<file path="src/rtl/threshold_binarizer_mc.sv">
// Multi-channel threshold binarizer: 2*x - offset compared against a shared signed threshold.
// Optional hysteresis per channel is enabled by defining THRESHOLD_BINARIZER_HYSTERESIS_EN.
module threshold_binarizer_mc #(
  parameter int IL   = 10,
  parameter int NCH  = 4,
  parameter int OL   = 11,
  parameter int NSEL = 16,
  parameter int CW   = 16,
  parameter int HYS  = 4,
  localparam int SW  = (NSEL > 1) ? $clog2(NSEL) : 1
) (
  input  logic              iCLK,
  input  logic              iRST,
  input  logic              iEN,
  input  logic [NCH*IL-1:0] iDATA,
  input  logic [IL-1:0]     iTH,
  input  logic [SW-1:0]     iSEL,
  input  logic              iCFG_WE,
  input  logic [SW-1:0]     iCFG_ADDR,
  input  logic [OL-1:0]     iCFG_OFS,
  input  logic              iCFG_STRICT,
  input  logic              iCLR,
  output logic [NCH-1:0]    oDATA,
  output logic              oEN,
  output logic [CW-1:0]     oCNT
);

  localparam int W = IL + 3;

  logic [OL-1:0]     tbl_ofs    [NSEL];
  logic              tbl_strict [NSEL];
  logic              wr_ok;
  logic              rd_ok;
  logic [OL-1:0]     sel_ofs;
  logic              sel_strict;

  logic              v1;
  logic [NCH*IL-1:0] data1;
  logic [IL-1:0]     th1;
  logic [OL-1:0]     ofs1;
  logic              strict1;

  logic signed [W-1:0] th_ext;
  logic signed [W-1:0] val;
  logic signed [W-1:0] thr;
  logic [NCH-1:0]      new_bits;
  logic [CW:0]         pop;
  logic [CW:0]         sum;

  // Indices past NSEL read as a zero entry and are never written.
  assign wr_ok      = 32'(iCFG_ADDR) < NSEL;
  assign rd_ok      = 32'(iSEL) < NSEL;
  assign sel_ofs    = rd_ok ? tbl_ofs[iSEL] : '0;
  assign sel_strict = rd_ok ? tbl_strict[iSEL] : 1'b0;

  always_ff @(posedge iCLK or posedge iRST) begin
    if (iRST) begin
      for (int i = 0; i < NSEL; i++) begin
        tbl_ofs[i]    <= '0;
        tbl_strict[i] <= 1'b0;
      end
    end else if (iCFG_WE && wr_ok) begin
      tbl_ofs[iCFG_ADDR]    <= iCFG_OFS;
      tbl_strict[iCFG_ADDR] <= iCFG_STRICT;
    end
  end

  always_ff @(posedge iCLK or posedge iRST) begin
    if (iRST) begin
      v1      <= 1'b0;
      data1   <= '0;
      th1     <= '0;
      ofs1    <= '0;
      strict1 <= 1'b0;
    end else begin
      v1 <= iEN;
      if (iEN) begin
        data1   <= iDATA;
        th1     <= iTH;
        ofs1    <= sel_ofs;
        strict1 <= sel_strict;
      end
    end
  end

  assign th_ext = {{(W-IL){th1[IL-1]}}, th1};

`ifdef THRESHOLD_BINARIZER_HYSTERESIS_EN
  localparam logic signed [W-1:0] HYS_W = W'(HYS);
  logic [NCH-1:0] hys_state;

  always_ff @(posedge iCLK or posedge iRST) begin
    if (iRST)
      hys_state <= '0;
    else if (v1)
      hys_state <= new_bits;
    else if (iCLR)
      hys_state <= '0;
  end
`else
  logic [31:0] unused_hys;
  assign unused_hys = 32'(HYS);
`endif

  // Headroom of two extra bits keeps 2*x - offset from ever wrapping.
  always_comb begin
    new_bits = '0;
    val      = '0;
    thr      = '0;
    for (int k = 0; k < NCH; k++) begin
      val = $signed({{(W-IL-1){1'b0}}, data1[k*IL +: IL], 1'b0})
          - $signed({{(W-OL){1'b0}}, ofs1});
`ifdef THRESHOLD_BINARIZER_HYSTERESIS_EN
      thr = hys_state[k] ? (th_ext - HYS_W) : (th_ext + HYS_W);
`else
      thr = th_ext;
`endif
      new_bits[k] = strict1 ? (val > thr) : (val >= thr);
    end
  end

  always_ff @(posedge iCLK or posedge iRST) begin
    if (iRST) begin
      oEN   <= 1'b0;
      oDATA <= '0;
    end else begin
      oEN <= v1;
      if (v1)
        oDATA <= new_bits;
    end
  end

  // A clear during an output cycle restarts the count from that output's ones.
  always_comb begin
    pop = '0;
    for (int k = 0; k < NCH; k++)
      pop = pop + {{CW{1'b0}}, oDATA[k]};
    sum = (iCLR ? {(CW+1){1'b0}} : {1'b0, oCNT}) + pop;
  end

  always_ff @(posedge iCLK or posedge iRST) begin
    if (iRST)
      oCNT <= '0;
    else if (oEN)
      oCNT <= sum[CW] ? {CW{1'b1}} : sum[CW-1:0];
    else if (iCLR)
      oCNT <= '0;
  end

endmodule

</file>
<file path="config.mk">
export PLATFORM = sky130hd
export DESIGN_NAME = threshold_binarizer_mc
export DESIGN_NICKNAME = d
export VERILOG_FILES = /design/src/rtl/threshold_binarizer_mc.sv
export SDC_FILE = /design/constraint.sdc
export NUM_CORES = 1
export LEC_CHECK = 0
export ABC_AREA = 1
export CAP_MARGIN = 0
export CELL_PAD_IN_SITES_DETAIL_PLACEMENT = 0
export CELL_PAD_IN_SITES_GLOBAL_PLACEMENT = 2
export CORE_MARGIN = 1.5
export CORE_UTILIZATION = 35
export CTS_CLUSTER_SIZE = 14
export DETAILED_ROUTE_END_ITERATION = 8
export PLACE_DENSITY = 0.86
export SKIP_CTS_REPAIR_TIMING = 1
export SYNTH_ARGS = -nofsm -noshare
export SYNTH_HDL_FRONTEND = slang
export SYNTH_SLANG_ARGS = --single-unit
</file>
<file path="constraint.sdc">
create_clock -name iCLK -period 10.8 [get_ports iCLK]
set_clock_uncertainty 0.1 [all_clocks]
set_input_delay 1.62 -clock iCLK [delete_from_list [all_inputs] [get_ports iCLK]]
set_output_delay 1.62 -clock iCLK [all_outputs]
set_load 0.02 [all_outputs]
</file>
-- Yosys cells after proc, flatten, opt, wreduce, memory -nomap -nowiden
Cells that the tools add are included.
Widths: inputs -> output; s select.
- flip-flop bits (word level): 276
- input bits: 75
- output and inout bits: 21
- word-level logic and storage cells: 83
- add/sub/neg operators: 8
- magnitude comparators: 11
- mux-type cells: 20
- bitwise logic cells: 2
- reductions and logical operators: 2
- operators by type and width (kind ; number):
    $bwmux 176 ; 1
    $mux 16 ; 4
    $ge 12x10->1 ; 4
    $gt 12x10->1 ; 4
    $sub 11x11->12 ; 4
    $bmux 11 s4 ; 1
    $demux 11 s4 ; 1
    $mux 11 ; 3
    $add 16x4->17 ; 1
    $bwmux 16 ; 1
    $ge 5x5->1 const B ; 2
    $not 4->5 ; 2
    $mux 1 ; 7
    $lt 5x1->1 const B ; 1
    $add 3x1->4 ; 1
    $bmux 1 s4 ; 1
    $demux 1 s4 ; 1
    $add 2x1->3 ; 1
    $add 1x1->2 ; 1
    $reduce_bool 2->1 ; 1
    $logic_and 1x1->1 ; 1

-- Depth between registers and ports, before layout
- depth in word-level cells: 6
- gate-level depth with buffers: 21
- mapped depth without buffers: 21

-- Least setup slack after synthesis
Ideal clock, no wire load.
- kind: input to register
- start: input port iCLR
- end: register oCNT[12]
- library setup time: 0.125 ns
- arrival time: 3.326 ns
- data required time: 10.575 ns
- setup slack: 7.249 ns
- stages: 12
- buffers on the path: 1
- cells stage by stage: buf_6 -> nor2_1 -> fa_1 -> inv_1 -> fa_1 -> nor2_1 -> nand2_2 -> nor2_4 -> nand2_4 -> nor3_4 -> or2_2 -> nand3_1
- longest elaborated chain between the ends: 4
- elaborated cells between the ends (all ways): 5
- classes of those cells: add/sub (1); mux (3); reduce/logical (1)
- ends and longest elaborated chain (what ; RTL line ; source):
    from (decl) ; 22 ; input logic iCLR,
    $mux 16 ; 138 ; sum = (iCLR ? {(CW+1){1'b0}} : {1'b0, oCNT}) + pop;
    $add 16x4->17 ; 138 ;
    $mux 16 ; 145 ; oCNT <= sum[CW] ? {CW{1'b1}} : sum[CW-1:0];
    $mux 16 ; 144 ; else if (oEN)
    to (signal assigned) ; 145 ;
    to (decl) ; 25 ; output logic [CW-1:0] oCNT
Several ways; a longest one is shown, not always the timed one.
A chain may end at the register's enable or synchronous reset.

==> summary.md <==
| Metric | Value |
|---|---|
| Routed len/inst | `17.1 um` |
| DP HPWL | `29700 um` |
| Starting density of the core | `35.3%` |
| Type of the worst setup path | `input port to async pin` |
| Worst vdd ir | `143 uV` |
| # rows | `77` |
| Normalized max-slew margin | `17.2%` |
| Share of post-route cells with drive strength above 1 | `6.39%` |
| DR iter-0 viols | `879` |
| Vias | `12.9k` |
| TritonCTS Sinks | `276` |
| CTS tree | `yes` |
| Pins over their slew limit | `0` |
| Hold Crit Class | `flop to flop` |
| Ys Warns | `0` |
| Period utilization | `36.9%` |
| Clk slew on worst S/H paths | `0.06 ns` |
| Antenna fix cells | `0` |
| Via density | `4.94` |
| Worst EP required | `11.24 ns` |
| Seq/Total Area, Yosys | `44.4%` |
| Cell Pwr Density | `192 mW/mm^2` |
| GR Overflow Total | `0` |
| Synth Net Count | `2121` |
| CP startpoint | `iRST` |
| Crit path DAT | `4.42 ns` |
| P&R area growth vs syn | `15.2%` |
| TritonCTS buffer count | `31` |
| EDFF count, synth | `0` |
| DRT Wirelength | `44700 um` |
| Core ar. | `0.0440 mm^2` |
| Ports | `96` |
| Final Util | `40.7%` |
| Number of remaining DRC errors | `0` |
| DRT Pass-1 Iters | `5` |
| Worst setup EP type | `async pin` |
| Final Setup Violations | `0` |
| Max-capacitance violation count | `0` |
| Flops & latches, synth | `276` |
| Tmin final | `3.98 ns` |
| Worst skew pair latency | `0.59 ns` |
| Crit start category | `input port` |
| CTS H-tree depth | `1` |
| Gr usage total | `20.0%` |
| Final hold slack | `0.277 ns` |
| Area share of the largest cell type after synthesis | `44.4%` |
| Avg Inst Size Synth | `7.96 um^2` |
| Worst Setup EP | `tbl_ofs[106]` |
| CP Max Fanout | `84` |
| Async S/R FF share, synth | `100%` |
| Initial antenna violation count | `0` |
| Most common cell in the netlist | `nand2_1` |
| Synthesized area | `0.0155 mm^2` |
| First-pass GRT wire length | `70600 um` |
| RSZ-0062 raised after global routing | `no` |
| Die W | `214 um` |
| Fmax | `251 MHz` |
| Register-to-Register Setup Slack | `7.26 ns` |
| Final ANT Viol Nets | `0` |
| Min-delay src | `v1` |
| Largest net degree at the start of global routing | `85` |
| Worst flop-to-flop path endpoint | `oDATA[1]` |
| Die ar. | `0.0457 mm^2` |
| Fill cell count | `4551` |
| P_leak | `8.45 nW` |
| Cell accounting for the most synthesized area | `dfrtp_1` |
| Final TNS setup | `0 ns` |
| CTS root buffer | `clkbuf_16` |
| Gpl congestion | `0.828` |
| Synth cell count leaders | `554 x nand2_1, 276 x dfrtp_1, 203 x o21ai_0, 169 x nand3_1, 157 x inv_1` |
| CTS max path bufs | `3` |
| Origin of the critical flop-to-flop path | `ofs1[0]` |
| R2R depth | `18` |
| Synth Flop Type | `dfrtp_1` |
| Vias in the first global route | `12.8k` |
| Vert. Die Dim | `214 um` |
| Largest cells by area after synthesis | `dfrtp_1 44%, nand2_1 13%, ha_1 6.9%, o21ai_0 6.5%, nand3_1 5.4%` |
| Status | `complete, no violations` |
| Fin nets | `2165` |
| Post-Synthesis Cells | `1953` |
| Final hold vios | `0` |
| IO buf count | `95` |
| Pin slew with the least headroom to its limit | `1.24 ns` |
| Hold Path Depth | `0` |
| Yosys cell types | `43` |
## report_power, final
part / switching, mW / internal (mW)
clock network: 0.440 / 0.629
logic: 0.615 / 0.416
registers: 0.107 / 1.23
total: 1.16 / 2.27
## area by class of cell
type                            count  area [um^2]  share of cell area, %
Tap cell                          592          741                   4.14
Clock buffer                       48          920                   5.13
Timing Repair Buffer              104         1010                   5.66
Sequential cell                   276         6910                   38.6
Multi-Input combinational cell   1422         7610                   42.5
Inverter                          162          618                   3.45
Clock inverter                      6          103                  0.573
## critical path, cell delays in order
cell,delay [ns]
clkdlybuf4s50_1,0.49
inv_8,0.40
buf_4,0.83
buf_4,0.94
## metal layers
metal | routed length [um] | vias up | track usage (%)
met5 | 0 | - | 0
met4 | 1240 | 0 | 5.54
met3 | 2160 | 63 | 3.31
met2 | 20500 | 248 | 33.0
met1 | 20800 | 6079 | 27.0
li1 | - | 6498 | -
## how the worst min path moves through the flow
stage / endpoint / slack [ns]
global route: oEN / 0.29
CTS: oEN / 0.28
global placement: oEN / 0.26
floorplan: oEN / 0.25
detailed placement: oEN / 0.27
finish: oEN / 0.28
## registers in the layout (all words and copies together), names as in the netlist
signal,flops
oDATA,4
th1,10
v1,1
oEN,1
tbl_ofs,176
oCNT,16
strict1,1
tbl_strict,16
data1,40
ofs1,11
## cell families (layout without fill, tap and decap cells)
family,count (synthesis),after routing,synth area share (%)
AO/OA/AOI/OAI,355,355,11.9
XOR/XNOR,33,33,1.86
adder cells (fa/ha/maj),93,93,7.82
buffers and inverters,255,320,6.62
flip-flops,276,276,44.4
multiplexers,41,41,2.97
AND/OR/NAND/NOR,900,900,24.4
## layout by cell type, fill, tap and decap left out, types with 5 or more instances in the layout
| cell | n |
|---|---|
| nand4_1 | 20 |
| nor3_1 | 9 |
| nor2_2 | 7 |
| a211oi_1 | 5 |
| clkbuf_16 | 31 |
| xor2_1 | 20 |
| nor2_1 | 122 |
| clkdlybuf4s50_1 | 93 |
| buf_4 | 11 |
| nand3_1 | 169 |
| o21ai_1 | 9 |
| clkbuf_1 | 9 |
| o21ai_0 | 203 |
| inv_1 | 156 |
| nand2_2 | 5 |
| mux2_2 | 41 |
| a21o_1 | 7 |
| nand2_1 | 554 |
| clkbuf_8 | 8 |
| xnor2_1 | 13 |
| dfrtp_1 | 276 |
| ha_1 | 86 |
| a21oi_1 | 112 |
| fa_1 | 7 |
## metrics by stage
stage / power, mW / std cells / setup WS, ns / instance area (um^2)
global placement: 2.36 / 2556 / 6.04 / 16900
floorplan: 2.09 / 1953 / 1.47 / 15500
CTS: 3.48 / 2610 / 6.66 / 17900
detailed placement: 2.39 / 2556 / 6.02 / 16900
finish: 3.43 / 2610 / 6.82 / 17900
global route: 3.69 / 2610 / 6.37 / 17900
No activity file was read; power rests on OpenSTA's default activity.
